===== src/rtl/voxel_shader_if.sv =====
// Hit-in / screen-buffer-out bundle for the voxel shading stage.
// master drives hits and frame control; slave is the shader.
interface voxel_shader_if #(
   parameter int PIXELS = 76800
);
   localparam int AW = $clog2(PIXELS);

   logic          frame_start;
   logic          hit_valid;
   logic [2:0]    hit;
   logic [5:0]    hit_norm;   // {x,y,z}, each a 2-bit two's-complement value in {-1,0,+1}
   logic [AW-1:0] pixel_addr;
   logic [15:0]   sbuf_data;
   logic [AW-1:0] sbuf_addr;
   logic          sbuf_write_enable;
   logic [AW:0]   pixel_count;
   logic          frame_shaded;

   modport master (
      output frame_start, hit_valid, hit, hit_norm, pixel_addr,
      input  sbuf_data, sbuf_addr, sbuf_write_enable, pixel_count, frame_shaded
   );

   modport slave (
      input  frame_start, hit_valid, hit, hit_norm, pixel_addr,
      output sbuf_data, sbuf_addr, sbuf_write_enable, pixel_count, frame_shaded
   );
endinterface


===== src/rtl/voxel_shader.sv =====
// Three-stage voxel hit shader: base colour lookup, face brightness scaling,
// RGB565 screen-buffer write with per-frame pixel counting.
module voxel_shader #(
   parameter int PIXELS       = 76800,
   parameter int SHADE_TOP    = 256,
   parameter int SHADE_BOTTOM = 128,
   parameter int SHADE_X      = 205,
   parameter int SHADE_Z      = 154
) (
   input logic           clk_in,
   input logic           rst_in,
   voxel_shader_if.slave bus
);
   localparam int AW     = $clog2(PIXELS);
   localparam int CW     = AW + 1;
   localparam int DATA_W = 16;
   localparam int COEF_W = 9;
   // Factors never exceed 256, so 5-bit x factor fits 13 bits and 6-bit x factor fits 14.
   localparam int R_PW   = 13;
   localparam int G_PW   = 14;

   localparam logic [2:0] BLK_AIR        = 3'd0;
   localparam logic [2:0] BLK_WATER      = 3'd1;
   localparam logic [2:0] BLK_GRASS      = 3'd2;
   localparam logic [2:0] BLK_DIRT       = 3'd3;
   localparam logic [2:0] BLK_OAK_LOG    = 3'd4;
   localparam logic [2:0] BLK_OAK_LEAVES = 3'd5;

   function automatic logic [DATA_W-1:0] base_color(input logic [2:0] blk);
      case (blk)
         BLK_AIR:        base_color = 16'hAE5D;
         BLK_WATER:      base_color = 16'h3211;
         BLK_GRASS:      base_color = 16'h5C29;
         BLK_DIRT:       base_color = 16'h8309;
         BLK_OAK_LOG:    base_color = 16'h59C5;
         BLK_OAK_LEAVES: base_color = 16'h852E;
         default:        base_color = 16'h522A;
      endcase
   endfunction

   // Y decides first, then X, then Z; sky misses are never darkened.
   function automatic logic [COEF_W-1:0] face_factor(input logic air, input logic [5:0] n);
      logic [1:0] x, y, z;
      x = n[5:4];
      y = n[3:2];
      z = n[1:0];
      face_factor = COEF_W'(256);
      if (air)     face_factor = COEF_W'(256);
      else if (|y) face_factor = y[1] ? COEF_W'(SHADE_BOTTOM) : COEF_W'(SHADE_TOP);
      else if (|x) face_factor = COEF_W'(SHADE_X);
      else if (|z) face_factor = COEF_W'(SHADE_Z);
   endfunction

   function automatic logic [4:0] scale5(input logic [R_PW-1:0] p);
      return 5'(p >> 8);
   endfunction

   function automatic logic [5:0] scale6(input logic [G_PW-1:0] p);
      return 6'(p >> 8);
   endfunction

   function automatic logic [CW-1:0] sat_inc(input logic [CW-1:0] c);
      return (c == CW'(PIXELS)) ? c : c + 1'b1;
   endfunction

   logic              vld_p1_q, vld_p1_d;
   logic [AW-1:0]     addr_p1_q, addr_p1_d;
   logic [DATA_W-1:0] color_p1_q, color_p1_d;
   logic [5:0]        norm_p1_q, norm_p1_d;
   logic              air_p1_q, air_p1_d;

   logic              vld_p2_q, vld_p2_d;
   logic [AW-1:0]     addr_p2_q, addr_p2_d;
   logic [R_PW-1:0]   r_p2_q, r_p2_d;
   logic [G_PW-1:0]   g_p2_q, g_p2_d;
   logic [R_PW-1:0]   b_p2_q, b_p2_d;

   logic              we_q, we_d;
   logic [DATA_W-1:0] sbuf_data_q, sbuf_data_d;
   logic [AW-1:0]     sbuf_addr_q, sbuf_addr_d;
   logic [CW-1:0]     count_q, count_d;
   logic              shaded_q, shaded_d;

   logic [COEF_W-1:0] factor;
   logic [DATA_W-1:0] pixel;

   always_comb begin
      // S1: capture hit, look up base colour
      vld_p1_d   = bus.hit_valid;
      addr_p1_d  = bus.pixel_addr;
      color_p1_d = base_color(bus.hit);
      norm_p1_d  = bus.hit_norm;
      air_p1_d   = (bus.hit == BLK_AIR);

      // S2: pick face factor, multiply each channel
      factor    = face_factor(air_p1_q, norm_p1_q);
      vld_p2_d  = vld_p1_q & ~bus.frame_start;
      addr_p2_d = addr_p1_q;
      r_p2_d    = R_PW'(color_p1_q[15:11]) * R_PW'(factor);
      g_p2_d    = G_PW'(color_p1_q[10:5])  * G_PW'(factor);
      b_p2_d    = R_PW'(color_p1_q[4:0])   * R_PW'(factor);

      // S3: floor-scale, pack, write and count
      pixel       = {scale5(r_p2_q), scale6(g_p2_q), scale5(b_p2_q)};
      we_d        = vld_p2_q & ~bus.frame_start;
      sbuf_data_d = we_d ? pixel : sbuf_data_q;
      sbuf_addr_d = we_d ? addr_p2_q : sbuf_addr_q;
      count_d     = count_q;
      if (bus.frame_start) count_d = '0;
      else if (we_d)       count_d = sat_inc(count_q);
      shaded_d    = ~bus.frame_start & (shaded_q | (count_q == CW'(PIXELS)));
   end

   always_ff @(posedge clk_in or posedge rst_in) begin
      if (rst_in) begin
         vld_p1_q    <= 1'b0;
         vld_p2_q    <= 1'b0;
         we_q        <= 1'b0;
         sbuf_data_q <= '0;
         sbuf_addr_q <= '0;
         count_q     <= '0;
         shaded_q    <= 1'b0;
      end else begin
         vld_p1_q    <= vld_p1_d;
         vld_p2_q    <= vld_p2_d;
         we_q        <= we_d;
         sbuf_data_q <= sbuf_data_d;
         sbuf_addr_q <= sbuf_addr_d;
         count_q     <= count_d;
         shaded_q    <= shaded_d;
      end
   end

   // Datapath payload needs no reset; the valid bits qualify it.
   always_ff @(posedge clk_in) begin
      addr_p1_q  <= addr_p1_d;
      color_p1_q <= color_p1_d;
      norm_p1_q  <= norm_p1_d;
      air_p1_q   <= air_p1_d;
      addr_p2_q  <= addr_p2_d;
      r_p2_q     <= r_p2_d;
      g_p2_q     <= g_p2_d;
      b_p2_q     <= b_p2_d;
   end

   assign bus.sbuf_write_enable = we_q;
   assign bus.sbuf_data         = sbuf_data_q;
   assign bus.sbuf_addr         = sbuf_addr_q;
   assign bus.pixel_count       = count_q;
   assign bus.frame_shaded      = shaded_q;
endmodule

===== src/flat_wrapper.sv =====
// flat-port wrapper written by rule: the top's interface ports become plain ports
module voxel_shader_flat 
#(
   parameter int PIXELS       = 76800,
   parameter int SHADE_TOP    = 256,
   parameter int SHADE_BOTTOM = 128,
   parameter int SHADE_X      = 205,
   parameter int SHADE_Z      = 154
)
  (clk_in, rst_in, bus_frame_start, bus_hit_valid, bus_hit, bus_hit_norm, bus_pixel_addr, bus_sbuf_data, bus_sbuf_addr, bus_sbuf_write_enable, bus_pixel_count, bus_frame_shaded);
  voxel_shader_if #(.PIXELS(PIXELS)) bus_i ();
  input logic clk_in;
  input logic rst_in;
  input wire logic [$bits(bus_i.frame_start)-1:0] bus_frame_start;
  input wire logic [$bits(bus_i.hit_valid)-1:0] bus_hit_valid;
  input wire logic [$bits(bus_i.hit)-1:0] bus_hit;
  input wire logic [$bits(bus_i.hit_norm)-1:0] bus_hit_norm;
  input wire logic [$bits(bus_i.pixel_addr)-1:0] bus_pixel_addr;
  output wire logic [$bits(bus_i.sbuf_data)-1:0] bus_sbuf_data;
  output wire logic [$bits(bus_i.sbuf_addr)-1:0] bus_sbuf_addr;
  output wire logic [$bits(bus_i.sbuf_write_enable)-1:0] bus_sbuf_write_enable;
  output wire logic [$bits(bus_i.pixel_count)-1:0] bus_pixel_count;
  output wire logic [$bits(bus_i.frame_shaded)-1:0] bus_frame_shaded;
  assign bus_i.frame_start = bus_frame_start;
  assign bus_i.hit_valid = bus_hit_valid;
  assign bus_i.hit = bus_hit;
  assign bus_i.hit_norm = bus_hit_norm;
  assign bus_i.pixel_addr = bus_pixel_addr;
  assign bus_sbuf_data = bus_i.sbuf_data;
  assign bus_sbuf_addr = bus_i.sbuf_addr;
  assign bus_sbuf_write_enable = bus_i.sbuf_write_enable;
  assign bus_pixel_count = bus_i.pixel_count;
  assign bus_frame_shaded = bus_i.frame_shaded;
  voxel_shader #(.PIXELS(PIXELS), .SHADE_TOP(SHADE_TOP), .SHADE_BOTTOM(SHADE_BOTTOM), .SHADE_X(SHADE_X), .SHADE_Z(SHADE_Z)) u_core (.clk_in(clk_in), .rst_in(rst_in), .bus(bus_i));
endmodule

===== config.mk =====
export PLATFORM = sky130hd
export DESIGN_NAME = voxel_shader_flat
export DESIGN_NICKNAME = d
export VERILOG_FILES = /design/src/rtl/voxel_shader_if.sv /design/src/rtl/voxel_shader.sv /design/src/flat_wrapper.sv
export SDC_FILE = /design/constraint.sdc
export NUM_CORES = 1
export LEC_CHECK = 0
export CORE_MARGIN = 2
export CORE_UTILIZATION = 56
export DETAILED_ROUTE_END_ITERATION = 10
export PLACE_DENSITY = 0.85
export SETUP_SLACK_MARGIN = 0.2
export SLEW_MARGIN = 20
export SYNTH_ARGS = -nofsm -noshare
export SYNTH_HDL_FRONTEND = slang
export SYNTH_SLANG_ARGS = --single-unit

===== constraint.sdc =====
create_clock -name clk_in -period 8.4 [get_ports clk_in]
set_input_delay 1.26 -clock clk_in [delete_from_list [all_inputs] [get_ports clk_in]]
set_output_delay 1.26 -clock clk_in [all_outputs]
set_load 0.05 [all_outputs]

Yosys cells after proc, flatten, opt, wreduce, memory -nomap -nowiden
Cells that the tools add are included.
{ "op_classes": {"eq_ne": 7, "n_bitwise": 5, "mux": 9, "reduce_logical": 6, "addsub": 1, "multipliers": 3} }
{ "op_table": {"columns": ["cell", "n"], "rows": [
  ["one-hot mux 16 bit (6 select lines)", 1],
  ["2-to-1 mux 18 bit", 3],
  ["2-to-1 mux 9 bit", 5],
  ["multiplier 5 x 9 -> 13 bit", 2],
  ["adder 18 x 1 -> 18 bit (second input constant)", 1],
  ["equality test 18 x 17 -> 1 bit (second input constant)", 1],
  ["multiplier 6 x 9 -> 14 bit", 1],
  ["equality test 3 x 2 -> 1 bit (second input constant)", 2],
  ["equality test 3 bit (second input constant)", 2],
  ["OR reduction 2 bit", 3],
  ["bitwise AND 1 bit", 3],
  ["equality test 3 x 1 -> 1 bit (second input constant)", 1],
  ["zero test 3 bit", 1],
  ["inequality test 2 bit (second input constant)", 1],
  ["AND reduction 2 bit", 1],
  ["nonzero test 2 bit", 1],
  ["inverter 1 bit", 1],
  ["bitwise OR 1 bit", 1]
]} }
{ "totals": {"elab_cells": 46, "ff_bits": 152, "input_bits": 30, "out_inout_bits": 53} }

Longest topological paths before layout
Gate-level depths: netlist (run 1).
{ "depth": {"word_depth": 6, "depth_mapped": 17, "ltp_nobuf": 17} }

Worst setup path after synthesis (run 1)
No wires, ideal clock.
{ "synth_path": {"kind": "register -> register", "from": "register u_core.air_p1_q", "to": "register u_core.g_p2_q[13]", "arrival_ps": 3892, "stages_incl_launch_ff": 16, "period_less_slack_ps": 4022, "required_ps": 8271, "setup_ps": 129, "slack_ps": 4378, "n_path_buf": 1, "path_cell_list": "dfxtp_1 or3_4 nor2_1 buf_2 and2_1 fa_1 fa_1 inv_1 fa_1 inv_1 ha_1 and3_1 nand3_1 a31oi_1 a21oi_1 xnor3_1"} }
{ "synth_via": {"elab_chain_cells": 2} }
{ "synth_rtl": {"columns": ["element", "line_no", "source"], "rows": [
  ["from (decl)", "voxel_shader.sv:70", "logic air_p1_q, air_p1_d;"],
  ["from (signal assigned)", "voxel_shader.sv:139", "air_p1_q <= air_p1_d;"],
  ["2-to-1 mux 9 bit", "voxel_shader.sv:48", "if (air) face_factor = COEF_W'(256);"],
  ["multiplier 6 x 9 -> 14 bit", "voxel_shader.sv:100", "g_p2_d = G_PW'(color_p1_q[10:5]) * G_PW'(factor);"],
  ["named net u_core.g_p2_d[13]", "voxel_shader.sv:75", "logic [G_PW-1:0] g_p2_q, g_p2_d;"],
  ["to (signal assigned)", "voxel_shader.sv:142", "g_p2_q <= g_p2_d;"],
  ["to (decl)", "voxel_shader.sv:75", null]
]} }
The timed path passes the listed nets, and every way through them passes these cells.
A chain may end at the register's enable or synchronous reset.

Worst setup path in the final report (run 1)
{ "layout_path": {"from": "register u_core.air_p1_q", "to": "register u_core.g_p2_q[11]"} }
Same word-level chain as after synthesis.

==> flow_summary.json, run 1 <==
{
  "outcome": "complete, no violations",
  "slew_headroom_pct": 30.6,
  "post-cts-setup-buffers": 0,
  "clockBufferDepth": 2,
  "fmax_mhz": 203,
  "finalNetCount": 908,
  "track_usage_pct": 22.9,
  "clk_pin_slew_ns": 0.06,
  "drt-wirelength-per-cell_um": 15.7,
  "place_area_um2": 8160,
  "coreArea_um2": 12600,
  "cts_resized": 0,
  "final_cell_mix": "inv_1, clkdlybuf4s50_1, ha_1, dfxtp_1, dfrtp_1",
  "setup_viol_count_final": 0,
  "syn_to_final_growth_pct": 22.1,
  "synth_nets": 825,
  "synth_top_cell_area_share_pct": 20.0,
  "min_path_type": "reg2reg",
  "rsz0062_at_grt": "no",
  "r2r_slack_ns": 3.47,
  "post-route-util_pct": 69.8,
  "avgSynthCellArea_um2": 10.7,
  "cts-htree-levels": 4,
  "arrival_ns": 5.27,
  "critPathKind": "reg2reg",
  "drc": 0,
  "synthesis.area_um2": 7190,
  "critPathRequiredTime_ns": 8.74,
  "diodes": 0,
  "drive_above_1_share_pct": 9.87,
  "cts_hold_buf": 0,
  "cellLeakagePower_nw": 4.33,
  "ys_seq_area_share_pct": 39.2,
  "numCtsBuffers": 17,
  "synthDistinctLibCells": 49,
  "insertion_delay_ns": 0.42,
  "port_buffers": 82,
  "dp_hpwl_um": 10600,
  "grt_pass1_wl_um": 25600,
  "antenna_found_initial": 0,
  "synth_edf_count": 0,
  "final_common_cell": "inv_1",
  "final_cell_count_no_fill": 942,
  "power_density_nw_per_um2": 223,
  "grt.overflow.total": 0,
  "crit_fanout": 15,
  "grt_max_degree": 56,
  "vdd.ir_drop.worst_mv": 0.137,
  "fin_skew_ns": 0.00762,
  "die_h_um": 117,
  "placedCellCount": 910,
  "dieArea_um2": 13800,
  "antenna_left": 0,
  "min_period_over_period_pct": 58.6,
  "end_kind": "flip-flop",
  "drt_iter0_markers": 322,
  "start_util_pct": 57.2,
  "synth_flop_cell": "dfxtp_1",
  "tightest_slew_ns": 1.04,
  "tritoncts": "yes",
  "start_kind": "flip-flop",
  "synth-seq-cells": 127,
  "viasPerCell": 5.25,
  "clock-sinks": 127,
  "rows": 41,
  "period_needed_ns": 4.93,
  "final.setup.tns_ns": 0,
  "first_pass_iters": 4,
  "synthCells": 674,
  "place_congestion": 0.897,
  "die_x_um": 117,
  "timing.final.hold_violations": 0,
  "yosysTopAreaCell": "dfxtp_1",
  "via_count": 4946,
  "async_flop_share_pct": 43.3,
  "drv_slew": 0,
  "design_area_um2": 8780,
  "ys_warn_count": 0,
  "grt_pass1_vias": 5356,
  "synth_area_leaders": "dfxtp_1, dfrtp_1, ha_1",
  "cap_violations": 0,
  "wl_um": 14800,
  "clockRootBuffer": "clkbuf_16",
  "total_power_mw": 1.95,
  "ios": 83
}
## registers in the layout (all words and copies together) (netlist names)
| signal | flops |
|---|---|
| u_core.vld_p2_q | 1 |
| u_core.bus.pixel_count | 18 |
| u_core.air_p1_q | 1 |
| u_core.g_p2_q | 6 |
| u_core.addr_p1_q | 17 |
| u_core.vld_p1_q | 1 |
| u_core.bus.frame_shaded | 1 |
| u_core.bus.sbuf_write_enable | 1 |
| u_core.color_p1_q | 15 |
| u_core.b_p2_q | 5 |
| u_core.norm_p1_q | 6 |
| u_core.bus.sbuf_data | 16 |
| u_core.addr_p2_q | 17 |
| u_core.bus.sbuf_addr | 17 |
| u_core.r_p2_q | 5 |
## layer usage
layer	wire length, um	track usage, %
met4	238	7.68
met2	7370	39.8
met5	0	0
met1	6400	27.7
met3	754	6.08
## Yosys cell counts, types with 9 or more instances
| library cell | instances |
|---|---|
| o21ai_0 | 12 |
| nand2_1 | 39 |
| and2_1 | 37 |
| ha_1 | 75 |
| inv_1 | 103 |
| a21oi_1 | 13 |
| clkbuf_1 | 12 |
| mux2_2 | 33 |
| fa_1 | 46 |
| nand3_1 | 9 |
| nor2_1 | 35 |
| xor2_1 | 19 |
| dfrtp_1 | 55 |
| dfxtp_1 | 72 |
| and3_1 | 19 |
| xnor2_1 | 19 |
## final cells by class
cell class	count	area (um2)
fill	865	3790
clock buffer	20	458
multi-input combinational	425	3910
clock inverter	12	159
inverter	103	387
tap	172	215
sequential	127	2820
timing repair buffer	83	828
## path summary, 6_finish.rpt
check	startpoint	end	cells past startpoint
worst min-delay path	u_core.addr_p1_q[15]	u_core.addr_p2_q[15]	0
worst max register to register	u_core.air_p1_q	u_core.g_p2_q[11]	16
worst max-delay path	u_core.air_p1_q	u_core.g_p2_q[11]	16
worst min register to register	u_core.addr_p1_q[15]	u_core.addr_p2_q[15]	0
min in group asynchronous	rst_in	u_core.bus.pixel_count[14]	3
max in group asynchronous	rst_in	u_core.vld_p1_q	3
## power by group
part           leakage (nW)  internal, mW  switching, mW
sequential             1.31         0.684         0.0385
combinational          2.72         0.181          0.292
clock                 0.296         0.486          0.272
total                  4.33          1.35          0.603
## cell families after synthesis
logic type,after synthesis,synth area share [%]
AO/OA/AOI/OAI,58,5.43
adder cells (fa/ha/maj),121,25.9
buffers and inverters,122,6.49
flip-flops,127,39.2
multiplexers,34,5.31
AND/OR/NAND/NOR,173,12.8
XOR/XNOR,39,4.94
## critical path, cell delays in order, from the launching register on
cell and delay, ns:
dfxtp_1 0.32, or3_4 0.40, nor2_1 0.72, and2_1 0.30, inv_1 0.08, fa_1 0.54
inv_1 0.06, fa_1 0.53, inv_1 0.05, fa_1 0.52, inv_1 0.04, ha_1 0.20
a211o_1 0.31, a21oi_2 0.21, o211ai_1 0.18, a21oi_1 0.24, xnor2_1 0.14
## metrics by stage
step	worst slack [ns]	hold WS [ns]
CTS	3.53	0.321
global route	3.28	0.326
detailed placement	3.62	0.312
global placement	3.91	0.312
finish	3.47	0.319
floorplan	4.38	0.310
(Power assumes the default switching activity.)
==> inputs of run 2 (changes only) <==
==> constraint.sdc (replaced) <==
create_clock -name clk_in -period 4.8 [get_ports clk_in]
set_input_delay 0.72 -clock clk_in [delete_from_list [all_inputs] [get_ports clk_in]]
set_output_delay 0.72 -clock clk_in [all_outputs]
set_load 0.05 [all_outputs]
==> flow_summary.json, run 2 (same netlist as run 1, synthesis figures left out) <==
{
  "outcome": "complete, no violations",
  "drc": 0,
  "critPathRequiredTime_ns": 5.16,
  "placedCellCount": 914,
  "numCtsBuffers": 17,
  "slowest_stage": "fa_1",
  "dieArea_um2": 13800,
  "cts_resized": 0,
  "path_cells": "or3_4 > nor2_1 > buf_4 > and2_1 > fa_1 > fa_1 > ha_1 > ha_1 > o21ai_0 > o21ai_2 > a21oi_4 > or4b_1 > nand4_1",
  "largest_register_ffs": 18,
  "coreArea_um2": 12600,
  "start_kind": "flip-flop",
  "min_path_type": "reg2reg",
  "grt_pass1_wl_um": 25300,
  "r2r-start": "u_core.air_p1_q",
  "setup_viol_count_final": 0,
  "place_congestion": 0.924,
  "end_kind": "flip-flop",
  "via_count": 4995,
  "drive_above_1_share_pct": 10.7,
  "cellLeakagePower_nw": 4.34,
  "tritoncts": "yes",
  "crit_buf_inv": 1,
  "crit_fanout": 9,
  "clockRootBuffer": "clkbuf_16",
  "r2r_slack_ns": 0.42,
  "design_area_um2": 8800,
  "clk_pin_slew_ns": 0.06,
  "place_area_um2": 8190,
  "die_h_um": 117,
  "final.setup.tns_ns": 0,
  "die_x_um": 117,
  "slowest_delay_ns": 0.51,
  "seqCellArea_um2": 2820,
  "critPathKind": "reg2reg",
  "vdd.ir_drop.worst_mv": 0.277,
  "antenna_left": 0,
  "rows": 41,
  "drv_slew": 0,
  "syn_to_final_growth_pct": 22.5,
  "final_cell_mix": "inv_1, clkdlybuf4s50_1, ha_1, dfxtp_1, dfrtp_1",
  "clock-sinks": 127,
  "ios": 83,
  "insertion_delay_ns": 0.42,
  "post-cts-setup-buffers": 0,
  "whs_ns": 0.327,
  "post-place-ws_ns": 0.411,
  "grt_pass1_vias": 5327,
  "final_common_cell": "inv_1",
  "power_density_nw_per_um2": 387,
  "cp_top_family": "adder cells",
  "start_util_pct": 57.2,
  "reg2regPathDepth": 13,
  "wl_um": 14700,
  "cts-htree-levels": 4,
  "slew_headroom_pct": 34.7,
  "grt_max_degree": 56,
  "drt-wirelength-per-cell_um": 15.5,
  "port_buffers": 82,
  "diodes": 0,
  "cts_hold_buf": 0,
  "timing.final.hold_violations": 0,
  "r2r_end": "u_core.r_p2_q[11]",
  "viasPerCell": 5.28,
  "rsz0062_at_grt": "no",
  "post-route-util_pct": 70.0,
  "arrival_ns": 4.74,
  "hp-start": "u_core.addr_p1_q[2]",
  "track_usage_pct": 22.9,
  "multi_input_area_um2": 3920,
  "min_path_cells": 0,
  "fmax_mhz": 228,
  "first_pass_iters": 5,
  "drt_iter0_markers": 340,
  "final_cell_count_no_fill": 946,
  "min_period_over_period_pct": 91.2,
  "cap_violations": 0,
  "period_needed_ns": 4.38,
  "min_to": "u_core.addr_p2_q[2]",
  "finalNetCount": 912,
  "antenna_found_initial": 0,
  "dp_hpwl_um": 10700,
  "clockBufferDepth": 2,
  "fin_skew_ns": 0.00579,
  "total_power_mw": 3.40,
  "fillers": 840,
  "tightest_slew_ns": 0.977,
  "grt.overflow.total": 0,
  "setup_slack_ns": 0.423
}
## run 2: metal layers
metal  part of all wire (%)  global-route usage, %  up-vias  wire, um
met3                    5.2                   4.91       31       757
met5                      0                      0        -         0
li1                       -                      -     2352         -
met1                     42                   28.1     2430      6190
met2                     50                   39.1      182      7370
met4                    2.4                   9.79        0       347
## run 2: layout make-up
cell class / count / share of cell area, %
multi-input combinational: 425 / 44.5
sequential: 127 / 32.0
timing repair buffer: 87 / 9.75
clock buffer: 19 / 5.16
inverter: 103 / 4.39
tap: 172 / 2.44
clock inverter: 13 / 1.73
## run 2: power by group
part           total (mW)  switching (mW)  internal (mW)
registers            1.27          0.0696           1.20
logic               0.828           0.510          0.319
clock network        1.31           0.503          0.804
total                3.40            1.08           2.32
## run 2: how the worst max path moves through the flow
stage                     from                end  slack, ns  depth (start not counted)
2_1_floorplan  u_core.air_p1_q  u_core.g_p2_q[13]       0.78                         15
3_3_place_gp   u_core.air_p1_q  u_core.g_p2_q[11]       0.58                         16
3_5_place_dp   u_core.air_p1_q  u_core.r_p2_q[11]       0.41                         16
4_1_cts        u_core.air_p1_q  u_core.r_p2_q[11]       0.39                         16
5_1_grt        u_core.air_p1_q  u_core.b_p2_q[12]       0.24                         13
6_report       u_core.air_p1_q  u_core.r_p2_q[11]       0.42                         13
==> variant (config.mk and constraints of run 2) <==
`PIXELS` is set to 76800 in 3 places; all go to 307200.
--- a/src/rtl/voxel_shader_if.sv
+++ b/src/rtl/voxel_shader_if.sv
@@ -1,7 +1,7 @@
 // Hit-in / screen-buffer-out bundle for the voxel shading stage.
 // master drives hits and frame control; slave is the shader.
 interface voxel_shader_if #(
-   parameter int PIXELS = 76800
+   parameter int PIXELS = 307200
 );
    localparam int AW = $clog2(PIXELS);
 
--- a/src/rtl/voxel_shader.sv
+++ b/src/rtl/voxel_shader.sv
@@ -1,7 +1,7 @@
 // Three-stage voxel hit shader: base colour lookup, face brightness scaling,
 // RGB565 screen-buffer write with per-frame pixel counting.
 module voxel_shader #(
-   parameter int PIXELS       = 76800,
+   parameter int PIXELS       = 307200,
    parameter int SHADE_TOP    = 256,
    parameter int SHADE_BOTTOM = 128,
    parameter int SHADE_X      = 205,
--- a/src/flat_wrapper.sv
+++ b/src/flat_wrapper.sv
@@ -1,7 +1,7 @@
 // flat-port wrapper written by rule: the top's interface ports become plain ports
 module voxel_shader_flat 
 #(
-   parameter int PIXELS       = 76800,
+   parameter int PIXELS       = 307200,
    parameter int SHADE_TOP    = 256,
    parameter int SHADE_BOTTOM = 128,
    parameter int SHADE_X      = 205,
Ports: changed (resized bus_pixel_addr, bus_pixel_count and bus_sbuf_addr); port bits go from 83 to 89. The function was not compared with the original's and may differ.
==> variant against run 2 <==
Worst setup slack improved by 0.018 ns; cell area is 2.7% higher; first-iteration DRC count increased by 23%; synthesized area grew 2.6%; count of clock-buffer cells in the layout down 1; wire length up 7.5%; clock skew rose by 0.0071 ns; sequential cell count increased by 8; clock power fell by 6%; maximum frequency increased by 0.42%; sequential power grew 5%; total power decreased by 0.34%; critical path type unchanged; highest routed layer unchanged.
==> variant: results (changes against run 2) <==
Drt
  – Post-Route WL: 15,800 um (+7.5%)
  – Drt first pass iters: 5 (unchanged)
  – Starting DRC count in detailed routing: 419 (+23%)
  – Via count: 5,211 (+4.3%)

Logic synthesis
  – Synth Area in Adders: 25.2% (-0.70 points)
  – Synth warn: 0 (unchanged)
  – Register area share after synthesis: 40.6% (+1.4 points)
  – Synth Area in Compound Gates: 6.99% (+1.6 points)
  – Synth cell count leaders: 80 x inv_1, 78 x ha_1, 76 x dfxtp_1
  – Top cells by area, synth: dfxtp_1 21%, dfrtp_1 20%, ha_1 13%, fa_1 12%, mux2_2 5.3%
  – Synth Flop Type: dfxtp_1
  – Mapped Nets: 831 (+0.73%)
  – Post-synth ARST share: 43.7% (+0.40 points)
  – Post-Synth XOR/XNOR Area: 4.04% (-0.91 points)
  – Mux contribution to synthesized area: 5.68% (+0.37 points)
  – Netlist cell types: 51 (+4.1%)

Clock network
  – Root Driver: clkbuf_16
  – Setup bufs post-CTS: 0 (unchanged)
  – PostCTS Resize Cnt: 0 (unchanged)
  – H-tree depth: 4 (unchanged)
  – Clock Pin Slew Worst Setup and Hold Paths: 0.06 ns (about the same)
  – Clock Path Buffers: 2 (unchanged)
  – Total CTS buffers: 17 (unchanged)
  – Clock latency on the worst-skew pair: approximately 0.43 ns

Setup path
  – CP delay by family, top: adder cells
  – Largest stage delay on the critical path: 0.55 ns (+0.04 ns)
  – Crit path max fanout: 9 (unchanged)
  – Slowest stage cell, crit path: fa_1
  – Worst EP arrival: 4.71 ns (-0.03 ns)

STA
  – Clock skew: 0.0129 ns (+0.00714 ns)
  – Rel. slew slack: 45.5% (+11 points)
  – Endpoints failing setup: 0 (unchanged)

Final layout
  – N_diodes: 0 (unchanged)
  – Max reg flops: 20 (+2)
  – Final net count: 926 (+1.5%)
  – Share of layout cells above drive strength 1: 11.8% (+1.1 points)
  – Fill count: 899 (+7.0%)

Pwr
  – Internal Power: 2280 uW (-1.7%)
  – Pleak: 0.00430 uW (-1.1%)
  – Seq pwr: 1330 uW (+5%)
  – Maximum vdd ir drop: 0.251 mV (-9.2%)
  – Combinational power: 824 uW (-0.5%)

Global route
  – Vias in the first global route: 5,534 (+3.9%)
  – First-pass GRT wire length: 27,100 um (+7.0%)
  – Tot GR Track Use: 24.1% (+1.2 points)
  – Pin count of the biggest net entering global routing: 40 (-29%)
  – Initial antenna violation count: 0 (unchanged)

Place
  – GP Congestion: 0.930 (+0.61%)
  – Post-DP HPWL: 11,200 um (+4.7%)
  – Port Buf Inserts: 88 (+7.3%)

Run status
  – Status: complete, no violations

Min path
  – Hold crit path type: reg2reg
[variant: cell count changes after synthesis, sizes merged, moves of 6 or more]
cell and delta:
o21ai +9, a21oi +7, and3 -16, or4 +6, and2 +10, inv -22
xor2 -7
[variant: path summary, 6_finish.rpt]
| kind | startpoint | end | slack (ns) | cells past startpoint |
|---|---|---|---|---|
| setup / recovery | u_core.air_p1_q | u_core.b_p2_q[11] | 0.44 | 15 |
| hold / removal | u_core.addr_p1_q[15] | u_core.addr_p2_q[15] | 0.32 | 0 |
| setup reg to reg | u_core.air_p1_q | u_core.b_p2_q[11] | 0.44 | 15 |
| hold reg to reg | u_core.addr_p1_q[15] | u_core.addr_p2_q[15] | 0.32 | 0 |
| max in group asynchronous | rst_in | u_core.vld_p1_q | 3.23 | 3 |
| min in group asynchronous | rst_in | u_core.bus.pixel_count[11] | 0.78 | 2 |
[variant: final cells by class]
cell class	instances	area [sq um]	share of cell area, %
Clock inverter	14	128	1.41
Multi-Input combinational cell	441	4000	44.3
Sequential cell	135	3000	33.2
Clock buffer	18	439	4.86
Inverter	81	304	3.36
Timing Repair Buffer	96	953	10.5
Tap cell	172	215	2.38
[variant: through the flow]
stage | cells | util (%) | total power (uW) | setup slack, ns | cell area (sq um)
2_1_floorplan | 677 | - | 1890 | 0.643 | 7380
3_3_place_gp | 923 | 66.3 | 2140 | 0.639 | 8430
3_5_place_dp | 923 | 66.3 | 2170 | 0.395 | 8430
4_1_cts | 955 | 70.7 | 3410 | 0.300 | 9000
5_1_grt | 957 | 71.0 | 3540 | 0.157 | 9040
6_report | 957 | 71.0 | 3390 | 0.441 | 9040
[variant: per-layer routing]
layer  part of all wire (%)  global-route usage (%)
met1                     41                    28.8
met2                     51                    42.1
met3                    5.9                    6.56
met4                    1.7                    7.81
met5                      0                       0
